--- src/rtl/tl_pkg.sv ---
// Shared TL-UL definitions for the CDC master arbiter slice: widths, opcodes,
// the channel-A payload type and the arbiter state encoding.
package tl_pkg;

  localparam int unsigned TL_AW    = 32;
  localparam int unsigned TL_DW    = 32;
  localparam int unsigned TL_MW    = TL_DW / 8;
  localparam int unsigned TL_OPW   = 3;
  localparam int unsigned TL_PW    = 3;
  localparam int unsigned TL_SW    = 3;
  localparam int unsigned TL_CNT_W = 4;

  localparam logic [TL_OPW-1:0] TL_OP_GET             = 3'd4;
  localparam logic [TL_OPW-1:0] TL_OP_PUT_FULL        = 3'd0;
  localparam logic [TL_OPW-1:0] TL_OP_PUT_PARTIAL     = 3'd1;
  localparam logic [TL_OPW-1:0] TL_OP_ACCESS_ACK      = 3'd0;
  localparam logic [TL_OPW-1:0] TL_OP_ACCESS_ACK_DATA = 3'd1;

  typedef enum logic {
    ARB_IDLE = 1'b0,
    ARB_HOLD = 1'b1
  } arb_state_e;

  typedef struct packed {
    logic [TL_OPW-1:0] opcode;
    logic [TL_PW-1:0]  param;
    logic [TL_SW-1:0]  size;
    logic [TL_AW-1:0]  address;
    logic [TL_MW-1:0]  mask;
    logic [TL_DW-1:0]  data;
  } tl_a_t;

endpackage

--- src/rtl/tl_credit_counter.sv ---
// Per-master outstanding-request counter: saturating at MAX, never below zero,
// with a full flag that blocks further grants.
module tl_credit_counter
  import tl_pkg::*;
#(
  parameter int unsigned MAX = 4,
  parameter int unsigned W   = TL_CNT_W
) (
  input  logic         clk_in,
  input  logic         reset_in,
  input  logic         inc_i,
  input  logic         dec_i,
  output logic [W-1:0] cnt_o,
  output logic         full_o
);

  logic [W-1:0] cnt_q, cnt_d;

  // Simultaneous inc and dec cancel out
  always_comb begin
    cnt_d = cnt_q;
    if (inc_i && !dec_i && (cnt_q < W'(MAX))) begin
      cnt_d = cnt_q + W'(1);
    end else if (dec_i && !inc_i && (cnt_q != '0)) begin
      cnt_d = cnt_q - W'(1);
    end
  end

  always_ff @(posedge clk_in or posedge reset_in) begin
    if (reset_in) begin
      cnt_q <= '0;
    end else begin
      cnt_q <= cnt_d;
    end
  end

  assign cnt_o  = cnt_q;
  assign full_o = (cnt_q >= W'(MAX));

endmodule

--- src/rtl/tl_cdc_master_arbiter.sv ---
// Two-master TL-UL arbiter in front of the 100/24 MHz CDC adapter.
// Define TL_ARB_FIXED_PRIO_EN for fixed M0 priority; default is round-robin.
module tl_cdc_master_arbiter
  import tl_pkg::*;
#(
  parameter int unsigned ADDR_WIDTH      = TL_AW,
  parameter int unsigned DATA_WIDTH      = TL_DW,
  parameter int unsigned MASK_WIDTH      = DATA_WIDTH / 8,
  parameter int unsigned OPCODE_WIDTH    = TL_OPW,
  parameter int unsigned PARAM_WIDTH     = TL_PW,
  parameter int unsigned SIZE_WIDTH      = TL_SW,
  parameter int unsigned MAX_OUTSTANDING = 4
) (
  input  logic                    clk_in,
  input  logic                    reset_in,
  input  logic                    m0_a_valid,
  output logic                    m0_a_ready,
  input  logic [OPCODE_WIDTH-1:0] m0_a_opcode,
  input  logic [PARAM_WIDTH-1:0]  m0_a_param,
  input  logic [SIZE_WIDTH-1:0]   m0_a_size,
  input  logic [ADDR_WIDTH-1:0]   m0_a_address,
  input  logic [MASK_WIDTH-1:0]   m0_a_mask,
  input  logic [DATA_WIDTH-1:0]   m0_a_data,
  output logic                    m0_d_valid,
  input  logic                    m0_d_ready,
  output logic [OPCODE_WIDTH-1:0] m0_d_opcode,
  output logic [PARAM_WIDTH-1:0]  m0_d_param,
  output logic [SIZE_WIDTH-1:0]   m0_d_size,
  output logic [DATA_WIDTH-1:0]   m0_d_data,
  output logic                    m0_d_error,
  input  logic                    m1_a_valid,
  output logic                    m1_a_ready,
  input  logic [OPCODE_WIDTH-1:0] m1_a_opcode,
  input  logic [PARAM_WIDTH-1:0]  m1_a_param,
  input  logic [SIZE_WIDTH-1:0]   m1_a_size,
  input  logic [ADDR_WIDTH-1:0]   m1_a_address,
  input  logic [MASK_WIDTH-1:0]   m1_a_mask,
  input  logic [DATA_WIDTH-1:0]   m1_a_data,
  output logic                    m1_d_valid,
  input  logic                    m1_d_ready,
  output logic [OPCODE_WIDTH-1:0] m1_d_opcode,
  output logic [PARAM_WIDTH-1:0]  m1_d_param,
  output logic [SIZE_WIDTH-1:0]   m1_d_size,
  output logic [DATA_WIDTH-1:0]   m1_d_data,
  output logic                    m1_d_error,
  output logic                    a_valid_out,
  input  logic                    a_ready_out,
  output logic [OPCODE_WIDTH-1:0] a_opcode_out,
  output logic [PARAM_WIDTH-1:0]  a_param_out,
  output logic [SIZE_WIDTH-1:0]   a_size_out,
  output logic [ADDR_WIDTH-1:0]   a_address_out,
  output logic [MASK_WIDTH-1:0]   a_mask_out,
  output logic [DATA_WIDTH-1:0]   a_data_out,
  output logic                    a_source_out,
  input  logic                    d_valid_in,
  output logic                    d_ready_in,
  input  logic [OPCODE_WIDTH-1:0] d_opcode_in,
  input  logic [PARAM_WIDTH-1:0]  d_param_in,
  input  logic [SIZE_WIDTH-1:0]   d_size_in,
  input  logic [DATA_WIDTH-1:0]   d_data_in,
  input  logic                    d_error_in,
  input  logic                    d_source_in,
  output logic                    unexpected_resp
);

  arb_state_e          state_q, state_d;
  tl_a_t               a_q, a_d;
  logic                a_valid_q, a_source_q, unexp_q;
  logic                grant0, grant1, a_fire;
  logic                elig0, elig1, full0, full1;
  logic                dec0, dec1, d_sel_zero, d_hs;
  logic [TL_CNT_W-1:0] cnt0, cnt1;
`ifndef TL_ARB_FIXED_PRIO_EN
  logic                rr_ptr_q;
`endif

  assign elig0 = m0_a_valid & ~full0;
  assign elig1 = m1_a_valid & ~full1;

  always_ff @(posedge clk_in or posedge reset_in) begin
    if (reset_in) begin
      state_q <= ARB_IDLE;
    end else begin
      state_q <= state_d;
    end
  end

  always_comb begin
    state_d = state_q;
    case (state_q)
      ARB_IDLE: if (elig0 || elig1) state_d = ARB_HOLD;
      ARB_HOLD: if (a_ready_out)    state_d = ARB_IDLE;
      default:                      state_d = ARB_IDLE;
    endcase
  end

  // Grants exist only in IDLE, which caps throughput at one request per two cycles
  always_comb begin
    grant0 = 1'b0;
    grant1 = 1'b0;
    if (state_q == ARB_IDLE) begin
`ifdef TL_ARB_FIXED_PRIO_EN
      grant0 = elig0;
      grant1 = elig1 & ~elig0;
`else
      if (!rr_ptr_q) begin
        grant0 = elig0;
        grant1 = elig1 & ~elig0;
      end else begin
        grant1 = elig1;
        grant0 = elig0 & ~elig1;
      end
`endif
    end
    a_fire = grant0 | grant1;
  end

  assign m0_a_ready = grant0;
  assign m1_a_ready = grant1;

  always_comb begin
    a_d.opcode  = grant1 ? TL_OPW'(m1_a_opcode)  : TL_OPW'(m0_a_opcode);
    a_d.param   = grant1 ? TL_PW'(m1_a_param)    : TL_PW'(m0_a_param);
    a_d.size    = grant1 ? TL_SW'(m1_a_size)     : TL_SW'(m0_a_size);
    a_d.address = grant1 ? TL_AW'(m1_a_address)  : TL_AW'(m0_a_address);
    a_d.mask    = grant1 ? TL_MW'(m1_a_mask)     : TL_MW'(m0_a_mask);
    a_d.data    = grant1 ? TL_DW'(m1_a_data)     : TL_DW'(m0_a_data);
  end

  always_ff @(posedge clk_in or posedge reset_in) begin
    if (reset_in) begin
      a_valid_q  <= 1'b0;
      a_q        <= '0;
      a_source_q <= 1'b0;
      unexp_q    <= 1'b0;
`ifndef TL_ARB_FIXED_PRIO_EN
      rr_ptr_q   <= 1'b0;
`endif
    end else begin
      if (a_fire) begin
        a_q        <= a_d;
        a_source_q <= grant1;
        a_valid_q  <= 1'b1;
`ifndef TL_ARB_FIXED_PRIO_EN
        rr_ptr_q   <= grant0;
`endif
      end else if ((state_q == ARB_HOLD) && a_ready_out) begin
        a_valid_q <= 1'b0;
      end
      if (d_valid_in && d_sel_zero) begin
        unexp_q <= 1'b1;
      end
    end
  end

  assign a_valid_out     = a_valid_q;
  assign a_opcode_out    = OPCODE_WIDTH'(a_q.opcode);
  assign a_param_out     = PARAM_WIDTH'(a_q.param);
  assign a_size_out      = SIZE_WIDTH'(a_q.size);
  assign a_address_out   = ADDR_WIDTH'(a_q.address);
  assign a_mask_out      = MASK_WIDTH'(a_q.mask);
  assign a_data_out      = DATA_WIDTH'(a_q.data);
  assign a_source_out    = a_source_q;
  assign unexpected_resp = unexp_q;

  // Responses for a master with nothing in flight are swallowed and flagged
  assign d_sel_zero = d_source_in ? (cnt1 == '0) : (cnt0 == '0);
  assign d_ready_in = d_sel_zero | (d_source_in ? m1_d_ready : m0_d_ready);
  assign d_hs       = d_valid_in & d_ready_in & ~d_sel_zero;
  assign dec0       = d_hs & ~d_source_in;
  assign dec1       = d_hs & d_source_in;
  assign m0_d_valid = d_valid_in & ~d_source_in & (cnt0 != '0);
  assign m1_d_valid = d_valid_in & d_source_in & (cnt1 != '0);

  assign m0_d_opcode = d_opcode_in;
  assign m0_d_param  = d_param_in;
  assign m0_d_size   = d_size_in;
  assign m0_d_data   = d_data_in;
  assign m0_d_error  = d_error_in;
  assign m1_d_opcode = d_opcode_in;
  assign m1_d_param  = d_param_in;
  assign m1_d_size   = d_size_in;
  assign m1_d_data   = d_data_in;
  assign m1_d_error  = d_error_in;

  tl_credit_counter #(.MAX(MAX_OUTSTANDING), .W(TL_CNT_W)) u_cred0 (
    .clk_in   (clk_in),
    .reset_in (reset_in),
    .inc_i    (grant0),
    .dec_i    (dec0),
    .cnt_o    (cnt0),
    .full_o   (full0)
  );

  tl_credit_counter #(.MAX(MAX_OUTSTANDING), .W(TL_CNT_W)) u_cred1 (
    .clk_in   (clk_in),
    .reset_in (reset_in),
    .inc_i    (grant1),
    .dec_i    (dec1),
    .cnt_o    (cnt1),
    .full_o   (full1)
  );

endmodule

--- config.mk ---
export PLATFORM = sky130hd
export DESIGN_NAME = tl_cdc_master_arbiter
export DESIGN_NICKNAME = d
export VERILOG_FILES = /design/src/rtl/tl_pkg.sv /design/src/rtl/tl_credit_counter.sv /design/src/rtl/tl_cdc_master_arbiter.sv
export SDC_FILE = /design/constraint.sdc
export NUM_CORES = 1
export LEC_CHECK = 0
export BUFFER_PORTS_ARGS = -buffer_cell sky130_fd_sc_hd__buf_2
export CAP_MARGIN = 10
export CORE_AREA = 2 2 145 147
export DETAILED_ROUTE_END_ITERATION = 7
export DIE_AREA = 0 0 147 149
export GPL_TIMING_DRIVEN = 0
export PLACE_DENSITY = 0.48
export RECOVER_POWER = 100
export SYNTH_ARGS = -nofsm -noshare
export SYNTH_HDL_FRONTEND = slang
export SYNTH_SLANG_ARGS = --single-unit
--- constraint.sdc ---
create_clock -name clk_in -period 4 [get_ports clk_in]
set_clock_uncertainty 0.2 [all_clocks]
set_input_delay 0.8 -clock clk_in [delete_from_list [all_inputs] [get_ports clk_in]]
set_output_delay 0.8 -clock clk_in [all_outputs]
set_load 0.005 [all_outputs]
==> flow_metrics.env <==
export IMPL_run_status="finished with violations"
export IMPL_violated_checks="max-capacitance violations"
export IMPL_finish_net_count=1046
export IMPL_cts_root_buf="clkbuf_16"
export IMPL_grt_setup_unrepaired="false"
export IMPL_firstDrtPassIters=3
export IMPL_first_global_vias=4262
export IMPL_initial_antenna_violation_count=0
export IMPL_worst_setup_path_type="in2reg"
export IMPL_timing_hold_worst_path_depth=1
export IMPL_switching_power_mw=1.63
export IMPL_coreArea_um2=20600
export IMPL_met3RoutedLength_um=1290
export IMPL_yosys_area_share_xor_xnor_pct=1.56
export IMPL_cts_buffers=9
export IMPL_yosysTopAreaCell="dfrtp_1"
export IMPL_timing_hold_worst_endpoint="unexpected_resp$_DFFE_PP0P_"
export IMPL_antennaDiodeCount=0
export IMPL_final_fill_count=2256
export IMPL_cts_hold_buffers=0
export IMPL_crit_path_start_kind="input pin"
export IMPL_final_instance_count_without_filler_cells=1115
export IMPL_dpl_hpwl_um=11900
export IMPL_rows=53
export IMPL_cts_tree="done"
export IMPL_part_of_the_yosys_area_used_for_sequential_elements_pct=49.4
export IMPL_worst_r2r_setup_slack_ps=600
export IMPL_crit_top_cell="nand2_1"
export IMPL_syn_mean_instance_area_um2=9.26
export IMPL_viasPerCell=4.03
export IMPL_synth_area_mux_share_pct=0.988
export IMPL_syn_inst=492
export IMPL_placement_setup_worst_slack_ps=514
export IMPL_worstSkewPairLatency_ps=340
export IMPL_largest_cells_by_area_after_synthesis="dfrtp_1, buf_4, nor2_1"
export IMPL_route_detailed_drc=0
export IMPL_detail_route_antenna_nets=0
export IMPL_power_share_switching_pct=38.2
export IMPL_post_place_cells=1099
export IMPL_cts_sinks=90
export IMPL_crit_path_cell_trace="buf_2, or3b_1, a311o_1, clkbuf_1, inv_1, nand2_1, ha_1, a21o_1, a21oi_1, nand2_1, a211o_1"
export IMPL_yosys_area_share_adder_pct=1.98
export IMPL_maxCapViolCount=2
export IMPL_combinationalPowerShare_pct=42.0
export IMPL_yosys_top_cell_area_share_pct=49.4
export IMPL_grt_start_max_net_pins=59
export IMPL_synth_seq_cells=90
export IMPL_most_common_cell_after_layout_fill_and_taps_aside="buf_2"
export IMPL_max_clock_path_buffers=2
export IMPL_routed_via_count=4499
export IMPL_power_density_nw_per_um2=636
export IMPL_count_of_boundary_i_o_pins=374
export IMPL_met2RoutedLength_um=7270
export IMPL_cp_end_kind="register"
export IMPL_tightest_slew_ps=1500
export IMPL_dr_max_layer_used="met4"
export IMPL_grt_pass1_wl_um=22700
export IMPL_synth_compound_area_share_pct=13.6
export IMPL_relative_contribution_of_the_clock_network_to_total_power_pct=19.8
export IMPL_synth_simple_gate_area_share_pct=15.6
export IMPL_p_int_mw=2.64
export IMPL_final_period_minus_worst_setup_slack_ps=3470
export IMPL_groute_usage_overall_pct=13.3
export IMPL_critPathRequiredTime_ps=4030
export IMPL_chipWidth_um=147
export IMPL_layout_cells_most_common_list="buf_2, nor2_1, clkbuf_1"
export IMPL_synth_top_family_by_area="buffers and inverters"
export IMPL_cts_resized_gates=0
export IMPL_post_cts_setup_buffer_count=0
export IMPL_final_period_utilization_pct=86.8
export IMPL_crit_reg2reg_capture="u_cred0.cnt_o[3]$_DFFE_PP0P_"
export IMPL_finalHoldViolations=0
export IMPL_critPathSlowestCell="or3b_1"
export IMPL_finalWeightedCongestion=0.719
export IMPL_max_slew_margin_pct=0.0921
export IMPL_fmax_achieved_mhz=288
export IMPL_r2r_worst_path_cells=10
export IMPL_cts_htree_levels=3
export IMPL_layout_drive_gt1_share_pct=40.4
export IMPL_hold_path_class="reg2reg"
export IMPL_syn_num_nets=703
export IMPL_timing_critical_path_arrival_ps=3500
export IMPL_crit_buf_inv=3
export IMPL_worst_path_largest_cell_delay_ps=430
export IMPL_drt_iter0_drc=67
export IMPL_reg_to_reg_startpoint="u_cred0.cnt_o[2]$_DFFE_PP0P_"
export IMPL_yosys_warnings=0
export IMPL_netlist_area_um2=4560
export IMPL_layout_area_overhead_vs_synth_pct=47.5
export IMPL_dieArea_um2=21900
export IMPL_totalNegativeSetupSlack_ps=0
export IMPL_synth_distinct_cells=37
export IMPL_numPortBuffers=331
export IMPL_clk_transition_reported_paths_ps=70
export IMPL_final_critical_path_setup_slack_ps=526
export IMPL_initial_core_util_pct=22.2
export IMPL_final_max_slew_violation_count=0
export IMPL_seq_power_share_pct=38.2
export IMPL_power_ir_vdd_worst_mv=0.228
export IMPL_vert_die_dim_um=149
export IMPL_total_power_mw=4.27
export IMPL_hold_path_startpoint="unexpected_resp$_DFFE_PP0P_"
export IMPL_setup_violations=0
export IMPL_route_final_wire_length_um=15000
export IMPL_avgRoutedWirePerCell_um=13.5
export IMPL_critical_path_top_delay_family="compound AO/OA/AOI/OAI gates"
export IMPL_critical_path_peak_fanout=9
export IMPL_total_leakage_power_nw=3.17
export IMPL_final_standard_cell_utilization_of_the_core_pct=32.7
export IMPL_wl_met1_um=6230
export IMPL_grt_remaining_overflow=0
## stage by stage
step	hold WS, ps	area, um^2
3_5_place_dp	240	6590
2_1_floorplan	251	4560
6_report	260	6720
5_1_grt	285	6720
4_1_cts	256	6880
3_3_place_gp	236	6560
## cell families (layout without fill, tap and decap cells)
| family | count (synthesis) | after routing |
|---|---|---|
| compound gates | 94 | 94 |
| xor+xnor | 6 | 6 |
| fa+ha+maj | 6 | 6 |
| buf+inv | 116 | 464 |
| flops | 90 | 90 |
| mux | 4 | 4 |
| simple gates | 176 | 176 |
## state kept, by name, indices dropped and copies added, names as in the netlist, 3 cells and up
signal         flops
u_cred0.cnt_o      4
u_cred1.cnt_o      4
a_mask_out         4
a_size_out         3
a_param_out        3
a_data_out        32
a_opcode_out       3
a_address_out     32
## Yosys cell counts
master and instances:
a211o_1 1, a21o_1 4, a21oi_1 3, a21oi_2 1
a311o_1 1, a41o_1 1, and3b_1 1, buf_1 6
buf_4 85, buf_6 2, clkbuf_1 16, dfrtp_1 90
fa_1 2, ha_1 4, inv_1 6, inv_2 1
mux2_1 4, nand2_1 6, nand4_1 1, nor2_1 157
nor3_1 1, nor3b_1 3, nor4_1 2, nor4b_1 1
o2111ai_4 1, o211ai_1 1, o21ai_0 2, o21ai_1 1
o21bai_1 1, o22ai_1 77, or2_2 1, or3b_1 1
or3b_4 1, or4_1 1, xnor2_1 2, xnor2_4 1
xor2_1 3
## worst max-delay path by stage
stage	to	depth (start not counted)	slack (ps)	startpoint
after floorplan	a_address_out[0]$_DFFE_PP0P_	1	660	reset_in
after global placement	u_cred1.cnt_o[3]$_DFFE_PP0P_	2	-720	reset_in
after detailed placement	m1_a_ready	6	510	m0_a_valid
after CTS	m1_a_ready	6	510	m0_a_valid
after global routing	u_cred0.cnt_o[3]$_DFFE_PP0P_	11	260	m0_a_valid
final	u_cred0.cnt_o[3]$_DFFE_PP0P_	11	530	m0_a_valid
## area by class of cell
| cell class | count | area [um^2] | share of cell area, % |
|---|---|---|---|
| buffer | 109 | 739 | 11.0 |
| clock buffer | 12 | 236 | 3.52 |
| clock inverter | 4 | 52.6 | 0.782 |
| inverter | 7 | 27.5 | 0.409 |
| multi-input combinational | 286 | 1530 | 22.8 |
| sequential | 90 | 2250 | 33.5 |
| tap | 275 | 344 | 5.12 |
| timing repair buffer | 332 | 1540 | 22.9 |
## layer usage
metal	vias to the layer above	global-route usage [%]
met5	-	0
met4	0	4.95
met3	17	3.61
met2	218	23.4
met1	1985	15.6
li1	2279	-
## power by group through the flow
stage | registers (mW) | clock network [mW] | logic [mW]
floorplan | 1.66 | 0 | 1.03
global placement | 1.62 | 0 | 1.94
detailed placement | 1.64 | 0 | 1.96
CTS | 1.63 | 0.896 | 1.96
global route | 1.70 | 0.933 | 2.06
finish | 1.63 | 0.848 | 1.80
No activity file was read; power rests on OpenSTA's default activity.
